`config.mk`:
```
export PLATFORM = sky130hd
export DESIGN_NAME = dco_freq_meter_flat
export DESIGN_NICKNAME = d
export VERILOG_FILES = /design/src/rtl/dco_freq_meter_pkg.sv /design/src/rtl/dco_freq_meter_if.sv /design/src/rtl/dco_freq_meter_edge_sync.sv /design/src/rtl/dco_freq_meter.sv /design/src/flat_wrapper.sv
export SDC_FILE = /design/constraint.sdc
export NUM_CORES = 1
export LEC_CHECK = 0
export CAP_MARGIN = 0
export CORE_ASPECT_RATIO = 1.2
export CORE_MARGIN = 2
export CORE_UTILIZATION = 60
export DETAILED_ROUTE_END_ITERATION = 10
export DONT_BUFFER_PORTS = 1
export GPL_ROUTABILITY_DRIVEN = 0
export GPL_TIMING_DRIVEN = 0
export PLACE_DENSITY = 0.78
export RECOVER_POWER = 100
export SETUP_SLACK_MARGIN = 0.05
export SLEW_MARGIN = 20
export SYNTH_ARGS = -nofsm -noshare
export SYNTH_HDL_FRONTEND = slang
export SYNTH_SLANG_ARGS = --single-unit
export TNS_END_PERCENT = 100
```
`constraint.sdc`:
```
create_clock -name clk -period 2.7 [get_ports clk]
set_clock_uncertainty 0.05 [all_clocks]
set_input_delay 0.27 -clock clk [delete_from_list [all_inputs] [get_ports clk]]
set_output_delay 0.27 -clock clk [all_outputs]
set_load 0.01 [all_outputs]
```
`src/rtl/dco_freq_meter_pkg.sv`:
```
// dco_meas_pkg: shared types and helpers for the DCO frequency meter.
//   meas_state_e : measurement FSM state encoding
//   GATE_SEL_W   : width of the gate window select
//   gate_len()   : gate window length in clk cycles, 2^(log2+sel)
package dco_meas_pkg;

  typedef enum logic [1:0] {
    IDLE   = 2'd0,
    SETTLE = 2'd1,
    COUNT  = 2'd2,
    DONE   = 2'd3
  } meas_state_e;

  localparam int GATE_SEL_W = 2;

  function automatic int unsigned gate_len(input int unsigned log2,
                                           input logic [GATE_SEL_W-1:0] sel);
    return 32'd1 << (log2 + 32'(sel));
  endfunction

endpackage

```
`src/rtl/dco_freq_meter_if.sv`:
```
// dco_freq_meter_if: control/result bundle between the frequency meter and its
// consumer (top-level readout mux or characterisation logic).
//   start, cont, gate_sel  : measurement request, continuous mode, window select
//   result, result_valid   : last completed count and its valid flag
//   result_ack             : consumer acknowledge
//   ovf, overrun, busy     : saturation flag, overwrite pulse, FSM not idle
//   peak_clr, cnt_min/max  : only with DCO_FREQ_METER_PEAK_EN defined
// Modports: slave = the meter, master = the consumer.
interface dco_freq_meter_if #(
  parameter int CNT_W = 12
);
  import dco_meas_pkg::*;

  logic                  start;
  logic                  cont;
  logic [GATE_SEL_W-1:0] gate_sel;
  logic [CNT_W-1:0]      result;
  logic                  result_valid;
  logic                  result_ack;
  logic                  ovf;
  logic                  overrun;
  logic                  busy;
`ifdef DCO_FREQ_METER_PEAK_EN
  logic                  peak_clr;
  logic [CNT_W-1:0]      cnt_min;
  logic [CNT_W-1:0]      cnt_max;
`endif

  modport slave (
    input  start, cont, gate_sel, result_ack,
    output result, result_valid, ovf, overrun, busy
`ifdef DCO_FREQ_METER_PEAK_EN
    , input  peak_clr
    , output cnt_min, cnt_max
`endif
  );

  modport master (
    output start, cont, gate_sel, result_ack,
    input  result, result_valid, ovf, overrun, busy
`ifdef DCO_FREQ_METER_PEAK_EN
    , output peak_clr
    , input  cnt_min, cnt_max
`endif
  );

endinterface

```
`src/rtl/dco_freq_meter_edge_sync.sv`:
```
// dco_edge_sync: brings an asynchronous DCO tap into the clk domain through
// SYNC_STAGES flops plus one delay flop and emits a one-cycle pulse on each
// synchronised 0->1 transition.
//   clk, rst_n : system clock, asynchronous active-low reset
//   async_i    : asynchronous input (DCO output)
//   edge_o     : rising-edge pulse in the clk domain
// Inputs faster than fclk/2 alias; that is not detected here.
module dco_edge_sync #(
  parameter int SYNC_STAGES = 2
) (
  input  logic clk,
  input  logic rst_n,
  input  logic async_i,
  output logic edge_o
);

  logic [SYNC_STAGES-1:0] sync_q;
  logic                   dly_q;

  always_ff @(posedge clk or negedge rst_n) begin
    if (!rst_n) begin
      sync_q <= '0;
      dly_q  <= 1'b0;
    end else begin
      sync_q <= {sync_q[SYNC_STAGES-2:0], async_i};
      dly_q  <= sync_q[SYNC_STAGES-1];
    end
  end

  assign edge_o = sync_q[SYNC_STAGES-1] & ~dly_q;

endmodule

```
`src/rtl/dco_freq_meter.sv`:
```
// dco_freq_meter: counts DCO rising edges over a gate window of
// 2^(GATE_LOG2+gate_sel) clk cycles and presents the count with a
// valid/ack handshake.
//   clk, rst_n : system clock, asynchronous active-low reset
//   ena        : design enable; low forces IDLE and clears result_valid
//   osc_in     : DCO output, asynchronous to clk
//   bus        : dco_freq_meter_if.slave (control, result, status)
// Optional: define DCO_FREQ_METER_PEAK_EN to add min/max tracking of results
// (bus.cnt_min, bus.cnt_max, bus.peak_clr).
//
// state  | meaning
// IDLE   | waiting for start; gate_sel latched on exit
// SETTLE | SYNC_STAGES cycles flushing stale synchroniser data; counters cleared
// COUNT  | N gate cycles, synchronised rising edges counted (saturating)
// DONE   | one cycle: publish result, then re-arm (cont) or return to IDLE
module dco_freq_meter
  import dco_meas_pkg::*;
#(
  parameter int CNT_W       = 12,
  parameter int GATE_LOG2   = 8,
  parameter int SYNC_STAGES = 2
) (
  input  logic               clk,
  input  logic               rst_n,
  input  logic               ena,
  input  logic               osc_in,
  dco_freq_meter_if.slave    bus
);

  localparam int WIN_W = GATE_LOG2 + 4;
  localparam int SET_W = (SYNC_STAGES > 2) ? $clog2(SYNC_STAGES) : 1;

  meas_state_e           state_q, state_d;
  logic [GATE_SEL_W-1:0] gsel_q;
  logic [SET_W-1:0]      settle_q;
  logic [WIN_W-1:0]      win_q;
  logic [WIN_W-1:0]      win_last;
  logic [CNT_W-1:0]      cnt_q;
  logic                  sat_q;
  logic [CNT_W-1:0]      result_q;
  logic                  valid_q;
  logic                  ovf_q;
  logic                  overrun_q;
  logic                  osc_edge;

  logic busy, arm, settle_st, count_st, done_st, settle_load;

  dco_edge_sync #(.SYNC_STAGES(SYNC_STAGES)) u_edge_sync (
    .clk     (clk),
    .rst_n   (rst_n),
    .async_i (osc_in),
    .edge_o  (osc_edge)
  );

  assign win_last = WIN_W'(gate_len(GATE_LOG2, gsel_q) - 32'd1);

  // State register
  always_ff @(posedge clk or negedge rst_n) begin
    if (!rst_n) state_q <= IDLE;
    else        state_q <= state_d;
  end

  // Next-state logic
  always_comb begin
    state_d = state_q;
    if (!ena) begin
      state_d = IDLE;
    end else begin
      unique case (state_q)
        IDLE:    if (bus.start) state_d = SETTLE;
        SETTLE:  if (settle_q == '0) state_d = COUNT;
        COUNT:   if (win_q == win_last) state_d = DONE;
        DONE:    state_d = bus.cont ? SETTLE : IDLE;
        default: state_d = IDLE;
      endcase
    end
  end

  // Output / strobe decode
  always_comb begin
    busy        = (state_q != IDLE);
    arm         = ena && (state_q == IDLE) && bus.start;
    settle_st   = (state_q == SETTLE);
    count_st    = (state_q == COUNT);
    done_st     = ena && (state_q == DONE);
    settle_load = (state_d == SETTLE) && (state_q != SETTLE);
  end

  // Gate select is frozen for the whole window.
  always_ff @(posedge clk or negedge rst_n) begin
    if (!rst_n)   gsel_q <= '0;
    else if (arm) gsel_q <= bus.gate_sel;
  end

  always_ff @(posedge clk or negedge rst_n) begin
    if (!rst_n)              settle_q <= '0;
    else if (settle_load)    settle_q <= SET_W'(SYNC_STAGES - 1);
    else if (settle_st)      settle_q <= settle_q - 1'b1;
  end

  // sat_q records an edge lost at full scale; the count itself never wraps.
  always_ff @(posedge clk or negedge rst_n) begin
    if (!rst_n) begin
      win_q <= '0;
      cnt_q <= '0;
      sat_q <= 1'b0;
    end else if (settle_st) begin
      win_q <= '0;
      cnt_q <= '0;
      sat_q <= 1'b0;
    end else if (count_st) begin
      win_q <= win_q + 1'b1;
      if (osc_edge) begin
        if (&cnt_q) sat_q <= 1'b1;
        else        cnt_q <= cnt_q + 1'b1;
      end
    end
  end

  // DONE takes priority over a same-cycle ack, so fresh data is never dropped.
  always_ff @(posedge clk or negedge rst_n) begin
    if (!rst_n) begin
      result_q  <= '0;
      valid_q   <= 1'b0;
      ovf_q     <= 1'b0;
      overrun_q <= 1'b0;
    end else begin
      overrun_q <= 1'b0;
      if (!ena) begin
        valid_q <= 1'b0;
      end else if (done_st) begin
        result_q  <= cnt_q;
        ovf_q     <= sat_q;
        valid_q   <= 1'b1;
        overrun_q <= valid_q & ~bus.result_ack;
      end else if (bus.result_ack) begin
        valid_q <= 1'b0;
      end
    end
  end

`ifdef DCO_FREQ_METER_PEAK_EN
  logic [CNT_W-1:0] min_q, max_q;

  // A clear coinciding with DONE restarts tracking from the new result.
  always_ff @(posedge clk or negedge rst_n) begin
    if (!rst_n) begin
      min_q <= '1;
      max_q <= '0;
    end else if (bus.peak_clr && done_st) begin
      min_q <= cnt_q;
      max_q <= cnt_q;
    end else if (bus.peak_clr) begin
      min_q <= '1;
      max_q <= '0;
    end else if (done_st) begin
      if (cnt_q < min_q) min_q <= cnt_q;
      if (cnt_q > max_q) max_q <= cnt_q;
    end
  end

  assign bus.cnt_min = min_q;
  assign bus.cnt_max = max_q;
`endif

  assign bus.result       = result_q;
  assign bus.result_valid = valid_q;
  assign bus.ovf          = ovf_q;
  assign bus.overrun      = overrun_q;
  assign bus.busy         = busy;

endmodule

```
`src/flat_wrapper.sv`:
```
// flat-port wrapper written by rule: the top's interface ports become plain ports
module dco_freq_meter_flat import dco_meas_pkg::*;
#(
  parameter int CNT_W       = 12,
  parameter int GATE_LOG2   = 8,
  parameter int SYNC_STAGES = 2
)
  (clk, rst_n, ena, osc_in, bus_start, bus_cont, bus_gate_sel, bus_result_ack, bus_result, bus_result_valid, bus_ovf, bus_overrun, bus_busy);
  dco_freq_meter_if #(.CNT_W(CNT_W)) bus_i ();
  input  logic clk;
  input  logic rst_n;
  input  logic ena;
  input  logic osc_in;
  input wire logic [$bits(bus_i.start)-1:0] bus_start;
  input wire logic [$bits(bus_i.cont)-1:0] bus_cont;
  input wire logic [$bits(bus_i.gate_sel)-1:0] bus_gate_sel;
  input wire logic [$bits(bus_i.result_ack)-1:0] bus_result_ack;
  output wire logic [$bits(bus_i.result)-1:0] bus_result;
  output wire logic [$bits(bus_i.result_valid)-1:0] bus_result_valid;
  output wire logic [$bits(bus_i.ovf)-1:0] bus_ovf;
  output wire logic [$bits(bus_i.overrun)-1:0] bus_overrun;
  output wire logic [$bits(bus_i.busy)-1:0] bus_busy;
  assign bus_i.start = bus_start;
  assign bus_i.cont = bus_cont;
  assign bus_i.gate_sel = bus_gate_sel;
  assign bus_i.result_ack = bus_result_ack;
  assign bus_result = bus_i.result;
  assign bus_result_valid = bus_i.result_valid;
  assign bus_ovf = bus_i.ovf;
  assign bus_overrun = bus_i.overrun;
  assign bus_busy = bus_i.busy;
  dco_freq_meter #(.CNT_W(CNT_W), .GATE_LOG2(GATE_LOG2), .SYNC_STAGES(SYNC_STAGES)) u_core (.clk(clk), .rst_n(rst_n), .ena(ena), .osc_in(osc_in), .bus(bus_i));
endmodule
```
==> impl_metrics.yaml, run 1 <==
outcome:
  status: "finished, final reports clean"
timing:
  holdWs_ps: 67.4
  maxSlewViolCount: 0
  fin_crit_sh: 0.858
  period_needed_ps: 2320
  max_freq_mhz: 432
  hold_viol: 0
  setup_slack_ps: 383
  grt_setup_unrepaired: "no"
  setup_violations: 0
  setup-tns-final_ps: 0
  timing.slew.headroom: 0.250
  worst_slew_pin_slew_ps: 1120
synth:
  synth_nets: 235
  yosysSeqAreaShare: 0.496
  ys_async_sr_fraction: 1.00
  synth_edf_count: 0
  netlist_area_um2: 2420
  ys.flop_type: "dfrtp_1"
  synth_seq_cells: 48
  synth_area_per_cell_um2: 11.1
  ys_warn_count: 0
  netlist-cell-type-count: 52
  synth_cells: 218
detailed_routing:
  route.detailed.drc: 0
  ant_nets: 0
  first_pass_iters: 4
  vias_per_cell: 5.95
  vias: 1691
  drt-total-wl_um: 4330
  drtIter0Drc: 67
  routedWlPerCell_um: 15.2
floorplan:
  io_pins: 25
  die_w_um: 62.0
  core-area_um2: 3910
  die_h_um: 73.6
  initial_core_util: 0.620
  dieArea_um2: 4570
  rows: 25
global_routing:
  grt_pass1_wl_um: 7220
  grt_max_degree: 49
  grt_use_total: 0.217
  antenna_found_initial: 0
  gr-total-overflow: 0
  grt_pass1_vias: 1662
worst_setup_path:
  worstPathMaxFanout: 10
  arrival_ps: 2430
  worstPathRequired_ps: 2820
  worstReg2RegEnd: "u_core.win_q[9]$_DFFE_PN0P_"
  rrSetupSlack_ps: 380
  start_kind: "flip-flop"
  path_class: "reg2reg"
  r2r_cells: 7
  end_kind: "flip-flop"
  reg2reg_from: "u_core.state_q[1]$_DFF_PN0_"
layout:
  mostFrequentLayoutCells: "dfrtp_1, nand2_1, mux2_2, o21ai_0, a21oi_1"
  ff_latch_area_um2: 1200
  layout-drive-gt1-share: 0.126
  multiInputGateArea_um2: 1100
  antenna_cells: 0
  area_delta_synth_final_pct: 5.47
  finalNonFillerCells: 284
  nets: 246
  final_util: 0.654
  design_area_um2: 2560
  nFillCells: 320
  layout_commonest_cell: "dfrtp_1"
placed_design:
  place_hpwl_um: 3120
  pre_cts_ws_ps: 544
  port_buffers: 0
  dpl_cell_area_um2: 2490
  place_inst: 272
cts:
  cts_max_path_buffers: 2
  cts_max_level: 2
  cts_inserted_buffers: 5
  cts_tree: "done"
  clk_pin_slew_worst_paths_ps: 80
  clock_latency_ps: 300
  cts_resized: 0
  cts_num_sinks: 48
  cts_root_buf: "clkbuf_8"
pwr:
  irDropWorstVdd_mv: 0.482
  fin_total_pwr_mw: 1.71
  power.density_nw_per_um2: 670
  leakage_nw: 1.16
job:
  max_cap_viol_count: 0
min_path:
  worstHoldPathCells: 1
  hold-path-endpoint: "u_core.gsel_q[1]$_DFFE_PN0P_"
  hold_path_class: "in2reg"
  min_from: "bus_gate_sel[1]"
-- metal layers --
metal / wire length (µm) / part of all wire / vias to the layer above / global-route usage
met2: 2270 / 0.52 / 33 / 0.370
li1: - / - / 808 / -
met1: 1850 / 0.43 / 845 / 0.254
met4: 73 / 0.017 / 0 / 0.0875
met3: 131 / 0.030 / 5 / 0.0546
met5: 0 / 0 / - / 0
-- registers in the layout, summed over array words and instances (netlist names) --
register / cells
u_core.bus.overrun: 1
u_core.bus.ovf: 1
u_core.bus.result: 12
u_core.bus.result_valid: 1
u_core.cnt_q: 12
u_core.gsel_q: 2
u_core.sat_q: 1
u_core.settle_q: 1
u_core.state_q: 2
u_core.u_edge_sync.dly_q: 1
u_core.u_edge_sync.sync_q: 2
u_core.win_q: 12
-- cells by family after synthesis --
logic type,share of synthesized area
AOI/OAI and AO/OA,0.148
buffers and inverters,0.0258
DFF,0.496
adders and majority gates,0.0413
and+or+nand+nor,0.176
xor gates and xnor gates,0.0361
muxes,0.0780
-- worst max path at each step --
stage / startpoint / end / slack, ps / cells after the start
3_3_place_gp: u_core.state_q[1]$_DFF_PN0_ / u_core.cnt_q[2]$_DFFE_PN0P_ / 620 / 7
4_1_cts: u_core.state_q[1]$_DFF_PN0_ / u_core.win_q[9]$_DFFE_PN0P_ / 530 / 7
2_1_floorplan: u_core.state_q[0]$_DFF_PN0_ / u_core.cnt_q[6]$_DFFE_PN0P_ / 900 / 6
3_5_place_dp: u_core.state_q[1]$_DFF_PN0_ / u_core.win_q[9]$_DFFE_PN0P_ / 540 / 7
5_1_grt: u_core.state_q[1]$_DFF_PN0_ / u_core.win_q[7]$_DFFE_PN0P_ / 200 / 7
6_report: u_core.state_q[1]$_DFF_PN0_ / u_core.win_q[9]$_DFFE_PN0P_ / 380 / 7
-- power by group --
part	switching, mW	leakage (nW)	internal [mW]
logic	0.214	0.470	0.154
registers	0.101	0.648	0.802
clock network	0.234	0.0445	0.208
total	0.549	1.16	1.16
-- worst max-delay path: stages (launching register included) --
cell	delay (ps)
dfrtp_1	450
inv_1	150
ha_1	160
clkbuf_1	300
and2_0	170
clkbuf_1	360
clkbuf_1	440
nor2_1	110
-- layout make-up --
cell class / count / share of cell area
Buffer: 6 / 0.00881
Clock buffer: 7 / 0.0338
Clock inverter: 1 / 0.00294
Tap cell: 54 / 0.0264
Multi-Input combinational cell: 155 / 0.431
Timing Repair Buffer: 4 / 0.0137
Inverter: 9 / 0.0132
Sequential cell: 48 / 0.470
-- synth_stat cells, types with 2 or more instances --
cell type	n	area, µm²
a21oi_1	12	60.1
and2_1	3	18.8
and4_1	3	26.3
buf_2	2	10.0
clkbuf_1	2	7.51
dfrtp_1	48	1200
ha_1	8	100
inv_1	9	33.8
mux2_2	15	169
mux2i_1	2	20.0
nand2_1	17	63.8
nand2b_1	5	31.3
nand3_1	7	35.0
nand3b_1	3	22.5
nand4_1	2	12.5
nand4_2	3	37.5
nor2_1	11	41.3
nor2b_1	2	12.5
nor3b_1	2	15.0
o2111ai_1	2	17.5
o21a_1	2	15.0
o21ai_0	13	65.1
o311ai_1	2	17.5
o31ai_1	2	15.0
o41ai_1	2	17.5
or3_1	5	31.3
xnor2_1	2	17.5
xor2_1	8	70.1
-- repair_timing --
item,4_1_cts,5_1_grt
buffers inserted,0,0
hold buffers,4,0
hold endpoints to repair,50,0
(Power assumes the default switching activity.)
==> inputs of run 2 (changes only) <==
--- a/config.mk
+++ b/config.mk
@@ -8,12 +8,12 @@
 export CAP_MARGIN = 0
 export CORE_ASPECT_RATIO = 1.2
 export CORE_MARGIN = 2
-export CORE_UTILIZATION = 60
+export CORE_UTILIZATION = 56
 export DETAILED_ROUTE_END_ITERATION = 10
 export DONT_BUFFER_PORTS = 1
 export GPL_ROUTABILITY_DRIVEN = 0
 export GPL_TIMING_DRIVEN = 0
-export PLACE_DENSITY = 0.78
+export PLACE_DENSITY = 0.76
 export RECOVER_POWER = 100
 export SETUP_SLACK_MARGIN = 0.05
 export SLEW_MARGIN = 20
==> constraint.sdc (replaced) <==
create_clock -name clk -period 2.09 [get_ports clk]
set_clock_uncertainty 0.05 [all_clocks]
set_input_delay 0.209 -clock clk [delete_from_list [all_inputs] [get_ports clk]]
set_output_delay 0.209 -clock clk [all_outputs]
set_load 0.01 [all_outputs]
==> impl_metrics.yaml, run 2 (synthesized netlist as in run 1, its figures left out) <==
floorplan:
  die_w_um: 64.1
  core-area_um2: 4200
  dieArea_um2: 4870
  io_pins: 25
  initial_core_util: 0.578
  rows: 26
  die_h_um: 76.1
placed_design:
  dpl_cell_area_um2: 2490
  place_hpwl_um: 3200
  place_inst: 274
  port_buffers: 0
layout:
  multiInputGateArea_um2: 1140
  antenna_cells: 0
  nets: 249
  design_area_um2: 2660
  nFillCells: 338
  mostFrequentLayoutCells: "dfrtp_1, nand2_1, mux2_2"
  layout_commonest_cell: "dfrtp_1"
  finalNonFillerCells: 289
  area_delta_synth_final_pct: 9.81
  final_util: 0.634
  ff_latch_area_um2: 1200
  layout-drive-gt1-share: 0.180
cts:
  cts_max_level: 2
  cts_root_buf: "clkbuf_8"
  cts_inserted_buffers: 5
  cts_max_path_buffers: 2
  clock_latency_ps: 310
  clk_pin_slew_worst_paths_ps: 90
  cts_num_sinks: 48
  cts_tree: "done"
pwr:
  switching_share: 0.304
  p_comb_frac: 0.221
  irDropWorstVdd_mv: 0.578
  clkPwrFrac: 0.292
  power.switching_mw: 0.727
  leakage_nw: 1.21
  intPower_mw: 1.67
  power.density_nw_per_um2: 899
  fin_total_pwr_mw: 2.39
  seq_power_share: 0.486
global_routing:
  grt_use_total: 0.214
  antenna_found_initial: 0
  grt_pass1_wl_um: 8130
  grt_max_degree: 49
  gr-total-overflow: 0
  grt_pass1_vias: 1768
detailed_routing:
  ant_nets: 0
  first_pass_iters: 4
  vias: 1663
  vias_per_cell: 5.75
  route.detailed.drc: 0
  routedWlPerCell_um: 15.9
  drtIter0Drc: 114
  drt-total-wl_um: 4580
timing:
  maxSlewViolCount: 0
  hold_viol: 0
  period_needed_ps: 1930
  timing.slew.headroom: 0.228
  fin_crit_sh: 0.925
  holdWs_ps: 27.3
  worst_slew_pin_slew_ps: 1160
  max_freq_mhz: 517
  setup_violations: 0
  grt_setup_unrepaired: "no"
worst_setup_path:
  path_class: "reg2reg"
  worstPathMaxFanout: 5
  end_kind: "flip-flop"
  start_kind: "flip-flop"
  arrival_ps: 2120
  worstPathRequired_ps: 2280
job:
  max_cap_viol_count: 0
min_path:
  hold_path_class: "in2reg"
outcome:
  status: "finished, final reports clean"
[run 2: cell count changes in the layout (fill, tap and decap cells not counted), moves of 2 or more]
cell	delta
clkbuf_4	+2
o311ai_0	-2
clkbuf_2	+2
dlygate4sd3_1	+2
buf_2	+2
clkbuf_1	-7
[run 2: critical path: stages (launching register included)]
cell and delay [ps]:
dfrtp_1 400, inv_1 140, ha_4 300, and3b_2 240, o311ai_2 160, or4_1 420, a21oi_1 150
[run 2: repair_timing]
| item | 4_1_cts | 5_1_grt |
|---|---|---|
| hold buffers | 6 | 0 |
| endpoints found under the hold margin | 52 | 0 |
| setup endpoints to repair | 10 | 16 |
| gates resized for setup | 1 | 5 |
| pin swaps | 0 | 1 |
| gates cloned | 0 | 0 |
| buffers inserted | 0 | 2 |
[run 2: per-layer routing]
metal | vias to the layer above | track usage | share of wire
met1 | 809 | 0.256 | 0.42
met2 | 24 | 0.361 | 0.53
met5 | - | 0 | 0
met3 | 10 | 0.0458 | 0.024
li1 | 820 | - | -
met4 | 0 | 0.102 | 0.027
[run 2: final cells by class]
class / count / area share
Inverter: 9 / 0.0127
Clock buffer: 6 / 0.0310
Clock inverter: 2 / 0.0146
Sequential cell: 48 / 0.452
Multi-Input combinational cell: 155 / 0.427
Timing Repair Buffer: 8 / 0.0263
Tap cell: 56 / 0.0263
Buffer: 5 / 0.0103
[run 2: through the flow]
stage | TNS (ps) | setup slack (ps)
after detailed placement | -323 | -44.0
after global placement | 0 | 11.5
final | 0 | 156
after global routing | 0 | 38.3
after CTS | 0 | 59.1
after floorplan | 0 | 289
[run 2: final timing paths]
| check | from | end | slack (ps) | depth (start not counted) |
|---|---|---|---|---|
| hold / removal | ena | u_core.bus.result_valid$_DFFE_PN0P_ | 30 | 2 |
| max in group asynchronous | rst_n | u_core.state_q[1]$_DFF_PN0_ | 600 | 2 |
| min in group asynchronous | rst_n | u_core.cnt_q[7]$_DFFE_PN0P_ | 620 | 2 |
| hold reg to reg | u_core.u_edge_sync.sync_q[0]$_DFF_PN0_ | u_core.u_edge_sync.sync_q[1]$_DFF_PN0_ | 310 | 0 |
| setup reg to reg | u_core.state_q[0]$_DFF_PN0_ | u_core.cnt_q[6]$_DFFE_PN0P_ | 160 | 6 |
| setup / recovery | u_core.state_q[0]$_DFF_PN0_ | u_core.cnt_q[6]$_DFFE_PN0P_ | 160 | 6 |
[run 2: power by group through the flow]
stage | registers [mW] | logic, mW | clock network [mW]
finish | 1.16 | 0.529 | 0.700
global route | 1.18 | 0.603 | 0.758
CTS | 1.17 | 0.523 | 0.718
detailed placement | 1.18 | 0.482 | 0
global placement | 1.18 | 0.473 | 0
floorplan | 1.15 | 0.398 | 0
==> inputs of run 3 (changes only) <==
--- a/config.mk
+++ b/config.mk
@@ -8,13 +8,14 @@
 export CAP_MARGIN = 0
 export CORE_ASPECT_RATIO = 1.2
 export CORE_MARGIN = 2
-export CORE_UTILIZATION = 56
+export CORE_UTILIZATION = 60
 export DETAILED_ROUTE_END_ITERATION = 10
 export DONT_BUFFER_PORTS = 1
 export GPL_ROUTABILITY_DRIVEN = 0
 export GPL_TIMING_DRIVEN = 0
-export PLACE_DENSITY = 0.76
+export PLACE_DENSITY = 0.78
 export RECOVER_POWER = 100
+export REMOVE_ABC_BUFFERS = 1
 export SETUP_SLACK_MARGIN = 0.05
 export SLEW_MARGIN = 20
 export SYNTH_ARGS = -nofsm -noshare
==> constraint.sdc (replaced) <==
create_clock -name clk -period 2.26 [get_ports clk]
set_clock_uncertainty 0.05 [all_clocks]
set_input_delay 0.226 -clock clk [delete_from_list [all_inputs] [get_ports clk]]
set_output_delay 0.226 -clock clk [all_outputs]
set_load 0.01 [all_outputs]
==> impl_metrics.yaml, run 3 (synthesized netlist as in run 1, its figures left out) <==
timing:
  holdWs_ps: 21.5
  max_freq_mhz: 478
  maxSlewViolCount: 0
  fin_crit_sh: 0.925
  hold_viol: 0
  setup-tns-final_ps: 0
  period_needed_ps: 2090
  grt_setup_unrepaired: "no"
  worst_slew_pin_slew_ps: 1140
  timing.slew.headroom: 0.242
  setup_violations: 0
pwr:
  switching_share: 0.326
  power.switching_mw: 0.664
  intPower_mw: 1.37
  seq_power_share: 0.529
  p_comb_frac: 0.236
  irDropWorstVdd_mv: 0.532
  clkPwrFrac: 0.235
  leakage_nw: 1.16
  power.density_nw_per_um2: 791
floorplan:
  rows: 25
  io_pins: 25
  die_w_um: 62.0
  dieArea_um2: 4570
  initial_core_util: 0.620
  core-area_um2: 3910
  die_h_um: 73.6
layout:
  nets: 240
  nFillCells: 323
  design_area_um2: 2570
  antenna_cells: 0
  layout_commonest_cell: "dfrtp_1"
  area_delta_synth_final_pct: 6.14
  mostFrequentLayoutCells: "dfrtp_1, nand2_1, mux2_2, o21ai_0, a21oi_1"
  layout-drive-gt1-share: 0.161
worst_setup_path:
  end_kind: "flip-flop"
  worstPathRequired_ps: 2410
  start_kind: "flip-flop"
  slowest_delay_ps: 440
  worstPathMaxFanout: 18
  cp_cell_sequence: "inv_1 -> ha_2 -> a21oi_1 -> o21ai_0 -> a211oi_1 -> a221oi_1"
  path_class: "reg2reg"
  critPathSlowestCell: "dfrtp_1"
  crit_start: "u_core.state_q[1]$_DFF_PN0_"
  reg2reg_from: "u_core.state_q[1]$_DFF_PN0_"
  arrival_ps: 2240
cts:
  cts_max_path_buffers: 2
  cts_max_level: 2
  clock_latency_ps: 300
  cts_root_buf: "clkbuf_8"
  cts_tree: "done"
  clk_pin_slew_worst_paths_ps: 90
  cts_num_sinks: 48
  cts_inserted_buffers: 5
min_path:
  min_from: "bus_gate_sel[1]"
  hold_path_class: "in2reg"
placed_design:
  place_hpwl_um: 3380
  port_buffers: 0
  dpl_cell_area_um2: 2460
outcome:
  status: "finished, final reports clean"
global_routing:
  grt_use_total: 0.227
  antenna_found_initial: 0
  gr-total-overflow: 0
  grt_pass1_wl_um: 7570
  grt_max_degree: 49
  grt_pass1_vias: 1679
detailed_routing:
  route.detailed.drc: 0
  ant_nets: 0
  vias_per_cell: 6.17
  drt-total-wl_um: 4650
  routedWlPerCell_um: 16.8
  vias: 1710
  drtIter0Drc: 78
  first_pass_iters: 4
job:
  max_cap_viol_count: 0
run 3: layout make-up:
class | count | area, µm² | share of cell area
Clock buffer | 6 | 72.6 | 0.0282
Clock inverter | 1 | 5.00 | 0.00195
Inverter | 9 | 33.8 | 0.0131
Multi-Input combinational cell | 155 | 1160 | 0.450
Sequential cell | 48 | 1200 | 0.467
Tap cell | 54 | 67.6 | 0.0263
Timing Repair Buffer | 4 | 35.0 | 0.0136
run 3: power by group through the flow:
stage	clock, mW	combinational, mW	sequential (mW)
after global placement	0	0.406	1.08
after floorplan	0	0.351	1.06
after global routing	0.524	0.539	1.10
after detailed placement	0	0.435	1.09
after CTS	0.488	0.469	1.08
final	0.479	0.480	1.08
run 3: critical path, delay by kind of cell (launching register included):
family          cells  cell delay, ps
compound gates      4             880
fa+ha+maj           1             420
buf+inv             1             190
flops               1             440
run 3: path summary, 6_finish.rpt:
kind / cells past startpoint / slack, ps / endpoint
setup / recovery: 6 / 170 / u_core.settle_q$_DFFE_PN0P_
min in group asynchronous: 2 / 640 / u_core.win_q[4]$_DFFE_PN0P_
max in group asynchronous: 2 / 830 / u_core.cnt_q[4]$_DFFE_PN0P_
setup reg to reg: 6 / 170 / u_core.settle_q$_DFFE_PN0P_
hold reg to reg: 0 / 310 / u_core.u_edge_sync.sync_q[1]$_DFF_PN0_
hold / removal: 1 / 20 / u_core.gsel_q[1]$_DFFE_PN0P_
run 3: routing by layer:
| metal | vias to the layer above | wire [µm] | global-route usage |
|---|---|---|---|
| met2 | 33 | 2510 | 0.392 |
| li1 | 800 | - | - |
| met3 | 11 | 173 | 0.0616 |
| met4 | 0 | 100 | 0.0993 |
| met1 | 866 | 1860 | 0.252 |
| met5 | - | 0 | 0 |
run 3: stage by stage:
| step | instances | worst slack, ps | utilization | total power [mW] |
|---|---|---|---|---|
| floorplan | 212 | 303 | - | 1.41 |
| global placement | 266 | 156 | 0.630 | 1.49 |
| detailed placement | 266 | 40.3 | 0.630 | 1.53 |
| CTS | 277 | 71.7 | 0.665 | 2.03 |
| global route | 277 | 40.6 | 0.658 | 2.16 |
| finish | 277 | 169 | 0.658 | 2.04 |
run 3: repair_timing:
action,CTS,global route
endpoints found under the hold margin,50,0
setup endpoints to repair,3,5
gates resized for setup,2,3
setup buffers,0,0
hold buffers,4,0
